### src/rtl/reset_pkg.sv
// reset_pkg: shared state/cause encodings and counter sizing helper for reset_sequencer
package reset_pkg;
    typedef enum logic [2:0] {WAIT_LOCK, DELAY, ASSERT, RELEASE, RUN} state_t;
    typedef enum logic [1:0] {CAUSE_POR = 2'd0, CAUSE_SW = 2'd1, CAUSE_LOCK = 2'd2} cause_t;
    function automatic int max3(input int a, input int b, input int c);
        return (a > b) ? ((a > c) ? a : c) : ((b > c) ? b : c);
    endfunction
endpackage

### src/rtl/reset_sync.sv
// reset_sync: 2-FF async-assert / sync-deassert reset synchroniser
//   clk          in   clock
//   rst_n_i      in   raw active-low reset
//   rst_sync_n_o out  synchronised active-low reset, high on the 2nd edge after release
module reset_sync (
    input  logic clk,
    input  logic rst_n_i,
    output logic rst_sync_n_o
);
    logic [1:0] sync_q;
    always_ff @(posedge clk or negedge rst_n_i) begin
        if (!rst_n_i) sync_q <= '0;
        else          sync_q <= {sync_q[0], 1'b1};
    end
    assign rst_sync_n_o = sync_q[1];
endmodule

### src/rtl/reset_sequencer.sv
// reset_sequencer: PLL-gated, staggered multi-domain reset generator with cause capture
//   clk         in   system clock
//   rst_n       in   async active-low board reset
//   pll_locked  in   PLL lock, asynchronous to clk
//   sw_rst_req  in   1-cycle software reset request
//   rst_out     out  per-domain active-high resets, channel 0 released first
//   done        out  all channels released
//   rst_cause   out  cause of last sequence (POR / SW / LOCK_LOSS)
module reset_sequencer
    import reset_pkg::*;
#(
    parameter int NUM_CH         = 3,
    parameter int DELAY_CYCLES   = 100,
    parameter int PULSE_CYCLES   = 100,
    parameter int STAGGER_CYCLES = 16
) (
    input  logic              clk,
    input  logic              rst_n,
    input  logic              pll_locked,
    input  logic              sw_rst_req,
    output logic [NUM_CH-1:0] rst_out,
    output logic              done,
    output logic [1:0]        rst_cause
);
    localparam int CNT_W = $clog2(max3(DELAY_CYCLES, PULSE_CYCLES, (NUM_CH - 1) * STAGGER_CYCLES) + 1);
    localparam logic [CNT_W-1:0] DLY_LAST = CNT_W'(DELAY_CYCLES - 1);
    localparam logic [CNT_W-1:0] PLS_LAST = CNT_W'(PULSE_CYCLES - 1);

    logic              rst_sync_n;
    logic [1:0]        lock_q;
    logic              lock_s;
    state_t            state_q;
    logic [CNT_W-1:0]  cnt_q;
    logic [CNT_W-1:0]  cnt_inc;
    logic [NUM_CH-1:0] rst_out_q;
    logic [NUM_CH-1:0] clr;
    logic              done_q;
    cause_t            cause_q;

    reset_sync u_rst_sync (
        .clk          (clk),
        .rst_n_i      (rst_n),
        .rst_sync_n_o (rst_sync_n)
    );

    always_ff @(posedge clk or negedge rst_n) begin
        if (!rst_n) lock_q <= '0;
        else        lock_q <= {lock_q[0], pll_locked};
    end
    assign lock_s = lock_q[1];

    assign cnt_inc = (&cnt_q) ? cnt_q : cnt_q + 1'b1;

    // Channel 0 drops on the edge entering RELEASE; channel i drops when the counter reaches i*STAGGER.
    for (genvar i = 0; i < NUM_CH; i++) begin : g_clr
        if (i == 0) begin : g_first
            assign clr[i] = (state_q == ASSERT) && (cnt_q == PLS_LAST);
        end else begin : g_rest
            assign clr[i] = (state_q == RELEASE) && (cnt_inc == CNT_W'(i * STAGGER_CYCLES));
        end
    end

    always_ff @(posedge clk or negedge rst_n) begin
        if (!rst_n) begin
            state_q   <= WAIT_LOCK;
            cnt_q     <= '0;
            rst_out_q <= '1;
            done_q    <= 1'b0;
            cause_q   <= CAUSE_POR;
        end else if (!lock_s && state_q != WAIT_LOCK) begin
            state_q   <= WAIT_LOCK;
            cnt_q     <= '0;
            rst_out_q <= '1;
            done_q    <= 1'b0;
            cause_q   <= CAUSE_LOCK;
        end else begin
            case (state_q)
                WAIT_LOCK: begin
                    if (rst_sync_n && lock_s) begin
                        state_q <= DELAY;
                        cnt_q   <= '0;
                    end
                end
                DELAY: begin
                    state_q <= (cnt_q == DLY_LAST) ? ASSERT : DELAY;
                    cnt_q   <= (cnt_q == DLY_LAST) ? '0 : cnt_inc;
                end
                ASSERT: begin
                    state_q   <= (cnt_q == PLS_LAST) ? RELEASE : ASSERT;
                    cnt_q     <= (cnt_q == PLS_LAST) ? '0 : cnt_inc;
                    rst_out_q <= rst_out_q & ~clr;
                end
                RELEASE: begin
                    // Leave one edge after the last channel dropped so done lands right after it.
                    if (!rst_out_q[NUM_CH-1]) begin
                        state_q <= RUN;
                        done_q  <= 1'b1;
                    end else begin
                        cnt_q     <= cnt_inc;
                        rst_out_q <= rst_out_q & ~clr;
                    end
                end
                RUN: begin
                    if (sw_rst_req) begin
                        state_q   <= ASSERT;
                        cnt_q     <= '0;
                        rst_out_q <= '1;
                        done_q    <= 1'b0;
                        cause_q   <= CAUSE_SW;
                    end
                end
                default: state_q <= WAIT_LOCK;
            endcase
        end
    end

    assign rst_out   = rst_out_q;
    assign done      = done_q;
    assign rst_cause = cause_q;
endmodule
### config.mk
export PLATFORM = sky130hd
export DESIGN_NAME = reset_sequencer
export DESIGN_NICKNAME = d
export VERILOG_FILES = /design/src/rtl/reset_pkg.sv /design/src/rtl/reset_sync.sv /design/src/rtl/reset_sequencer.sv
export SDC_FILE = /design/constraint.sdc
export NUM_CORES = 1
export LEC_CHECK = 0
export CORE_ASPECT_RATIO = 0.75
export CORE_UTILIZATION = 35
export DETAILED_ROUTE_END_ITERATION = 7
export PLACE_DENSITY_LB_ADDON = 0.25
export SETUP_SLACK_MARGIN = 0.05
export SLEW_MARGIN = 20
export SYNTH_ARGS = -nofsm -noshare
export SYNTH_HDL_FRONTEND = slang
export SYNTH_HIERARCHICAL = 1
export SYNTH_SLANG_ARGS = --single-unit
### constraint.sdc
create_clock -name clk -period 1.77 [get_ports clk]
set_clock_uncertainty 0.05 [all_clocks]
set_input_delay 0.531 -clock clk [delete_from_list [all_inputs] [get_ports clk]]
set_output_delay 0.531 -clock clk [all_outputs]
set_load 0.03 [all_outputs]
==> qor.yml <==
pwr:
  p_seq_frac: 0.411
  p_sw_frac: 0.2747
  power_frac_comb: 0.214
  total_power_w: 0.001244
  p_int_w: 0.0009022
  pwr-share-clk: 0.376
  ir_worst_vdd_uv: 427.0
  switchingPower_w: 0.0003417
  p_leak_nw: 0.6127
  powerDensity_mw_per_mm2: 869.1
worst_setup_path:
  r2r_slack_ns: 0.09
  critical_path_class: "reg2reg"
  crit_chain: "ha_2 > and2_1 > a41o_1 > nor4b_4 > a31oi_1"
  cp-startpoint: "cnt_q[0]$_DFFE_PN0P_"
  cp_slowest_cell: "dfrtp_1"
  critPathCaptureType: "flop"
  critPathMaxStageDelay_ns: 0.39
  endpoint: "rst_out[1]$_DFFE_PN1P_"
  worstSetupStartpointType: "flop"
  path_max_fanout: 4
  r2r_cells: 5
  r2r_end: "rst_out[1]$_DFFE_PN1P_"
  critPathArrivalTime_ns: 1.81
  required_ns: 1.90
  critPathBufInv: 0
  reg2reg_from: "cnt_q[0]$_DFFE_PN0P_"
  crit_cells: 5
  path_delay_family: "simple AND/OR/NAND/NOR gates"
grt:
  antenna_found_initial: 0
  grt_usage: 0.1857
  grt_pass1_vias: 933
  grt_pass1_wl_um: 4595
  grt-ovfl-total: 0
  grt_start_max_net_pins: 21
cts:
  cts.sinks: 20
  cts_root_buf: "clkbuf_8"
  htreeDepth: 1
  cts_tree: "built"
  cts_made_buffers: 3
  cts.path.max_buffers: 2
  clk_pin_slew_worst_paths_ns: 0.08
  clk_latency_ns: 0.26
yosys:
  synth_edf_count: 0
  synth_area_sq_mm: 0.001156
  synthTopCellsByArea: "dfrtp_1, dfstp_2, a21oi_1"
  synth_top_area_share: 0.3680
  synth_cell_types: 45
  syn_avg_cell_area_sq_um: 9.323
  synth_fp_nets: 129
  synth_cells: 124
  synth-seq-cells: 20
  netlist.top_cell.by_area: "dfrtp_1"
  ys_seq_area_frac: 0.4361
  synth_most_common_cell: "dfrtp_1"
  synthFlopType: "dfrtp_1"
  yosysWarnings: 6
  synth_common_cells: "dfrtp_1, nand2_1, a21oi_1"
  async_reset_ff_frac: 1.000
flow_run:
  cap_violations: 0
placed_design:
  dpl_worst_slack_ns: -0.3291
  routabilityCongestion: 0.8739
  hpwl_um: 1982
  io_buffers: 9
min_path:
  hold_path_class: "reg2reg"
die:
  start_util: 0.3801
  fp.dieW_um: 68.37
  die_area_sq_mm: 0.003540
  fp-row-count: 17
  die_h_um: 51.78
  ios: 10
  fp.coreArea_sq_mm: 0.003042
route:
  wl_per_cell_um: 15.64
  finalWirelength_um: 2847
  vias: 1005
  viasPerCell: 5.522
  drtIter0Drc: 118
  drtPass1Iterations: 4
  route.detailed.drc: 0
  detail-route-antenna-nets: 0
final_layout:
  fillers: 277
  final_layout_size_suffix_gt1_frac: 0.2639
  ff_latch_area_sq_um: 505.5
  nets: 150
  multiInputGateArea_sq_um: 616.8
  num_antenna_cells: 0
  synthToLayoutAreaGrowth_pct: 23.81
run_status:
  status: "completed"
sta:
  rsz0062_at_grt: "yes"
  worst_slack_ns: 0.09458
  finalSetupViolations: 0
  hold-worst-slack_ns: 0.3099
  period_needed_ns: 1.675
  hold_violations: 0
  min_period_over_period: 0.9466
  drv_slew: 0
  fmax_ghz: 0.5969
## registers in the layout, summed over array words and instances (netlist names)
| signal | count |
|---|---|
| lock_q | 2 |
| rst_cause | 2 |
| state_q | 3 |
| rst_out | 3 |
| cnt_q | 7 |
| done | 1 |
| u_rst_sync/sync_q | 2 |
## worst min path at each step
| stage | from | end | cells past startpoint |
|---|---|---|---|
| 6_report | lock_q[0]$_DFF_PN0_ | lock_q[1]$_DFF_PN0_ | 0 |
| 5_1_grt | lock_q[0]$_DFF_PN0_ | lock_q[1]$_DFF_PN0_ | 0 |
| 4_1_cts | lock_q[0]$_DFF_PN0_ | lock_q[1]$_DFF_PN0_ | 0 |
| 3_5_place_dp | lock_q[0]$_DFF_PN0_ | lock_q[1]$_DFF_PN0_ | 0 |
| 3_3_place_gp | lock_q[0]$_DFF_PN0_ | lock_q[1]$_DFF_PN0_ | 0 |
| 2_1_floorplan | rst_n | cnt_q[0]$_DFFE_PN0P_ | 0 |
## cell type report
| class | instances | share of cell area |
|---|---|---|
| clock buffer | 3 | 0.02885 |
| clock inverter | 1 | 0.02098 |
| inverter | 6 | 0.01573 |
| multi-input combinational | 93 | 0.4309 |
| sequential | 20 | 0.3531 |
| tap | 38 | 0.03322 |
| timing repair buffer | 21 | 0.1171 |
## per-stage QoR
stage	std cells	util	setup TNS, ns	cell area [sq um]
after floorplan	124	-	0	1156
after global placement	174	0.4315	-2.166	1313
after detailed placement	174	0.4315	-2.261	1313
after CTS	180	0.4640	0	1411
after global routing	182	0.4706	0	1431
final	182	0.4706	0	1431
## timing repair
| item | CTS | global route |
|---|---|---|
| resized for setup | 8 | 2 |
| hold buffers | 0 | 0 |
| gates cloned | 1 | 0 |
| buffers inserted | 1 | 2 |
| pin swaps | 4 | 2 |
| endpoints found under the setup margin | 11 | 9 |
## worst register-to-register path, delay by kind of cell, from the launching register on
family	cells	cell delay, ns
and+or+nand+nor	2	0.55
AOI/OAI and AO/OA	2	0.40
DFF	1	0.39
adders and majority gates	1	0.21
## metal layers
layer / routed length, um / vias to the layer above / part of all wire / track usage
li1: - / 489 / - / -
met4: 32 / 0 / 0.011 / 0.06944
met1: 1410 / 478 / 0.50 / 0.2709
met5: 0 / - / 0 / 0
met3: 157 / 4 / 0.055 / 0.05263
met2: 1247 / 34 / 0.44 / 0.2549
## power by group through the flow
| stage | registers (W) | clock network [W] | logic (W) |
|---|---|---|---|
| 6_report | 0.000511 | 0.000467 | 0.000266 |
| 5_1_grt | 0.000517 | 0.000501 | 0.000290 |
| 4_1_cts | 0.000510 | 0.000474 | 0.000259 |
| 3_5_place_dp | 0.000519 | 0 | 0.000235 |
| 3_3_place_gp | 0.000517 | 0 | 0.000230 |
| 2_1_floorplan | 0.000506 | 0 | 0.000156 |
## layout by cell type (no fill, tap or decap), types with 3 or more instances in the layout
master and count:
a21oi_1 12, buf_4 15, clkbuf_8 3, dfrtp_1 16, dfstp_2 3, dlygate4sd2_1 4
inv_1 6, nand2_1 15, nand3_1 4, nand4_1 3, nor2_1 10, o21ai_0 7
## kinds of logic (layout without fill, tap and decap cells)
group / after synthesis / count (layout) / share of synthesized area
and+or+nand+nor: 50 / 51 / 0.2500
AOI/OAI and AO/OA: 38 / 38 / 0.2273
DFF: 20 / 20 / 0.4362
buffers and inverters: 12 / 31 / 0.05519
muxes: 2 / 2 / 0.01732
adders and majority gates: 1 / 1 / 0.01082
other: 1 / 1 / 0.003244
(Power assumes the default switching activity.)
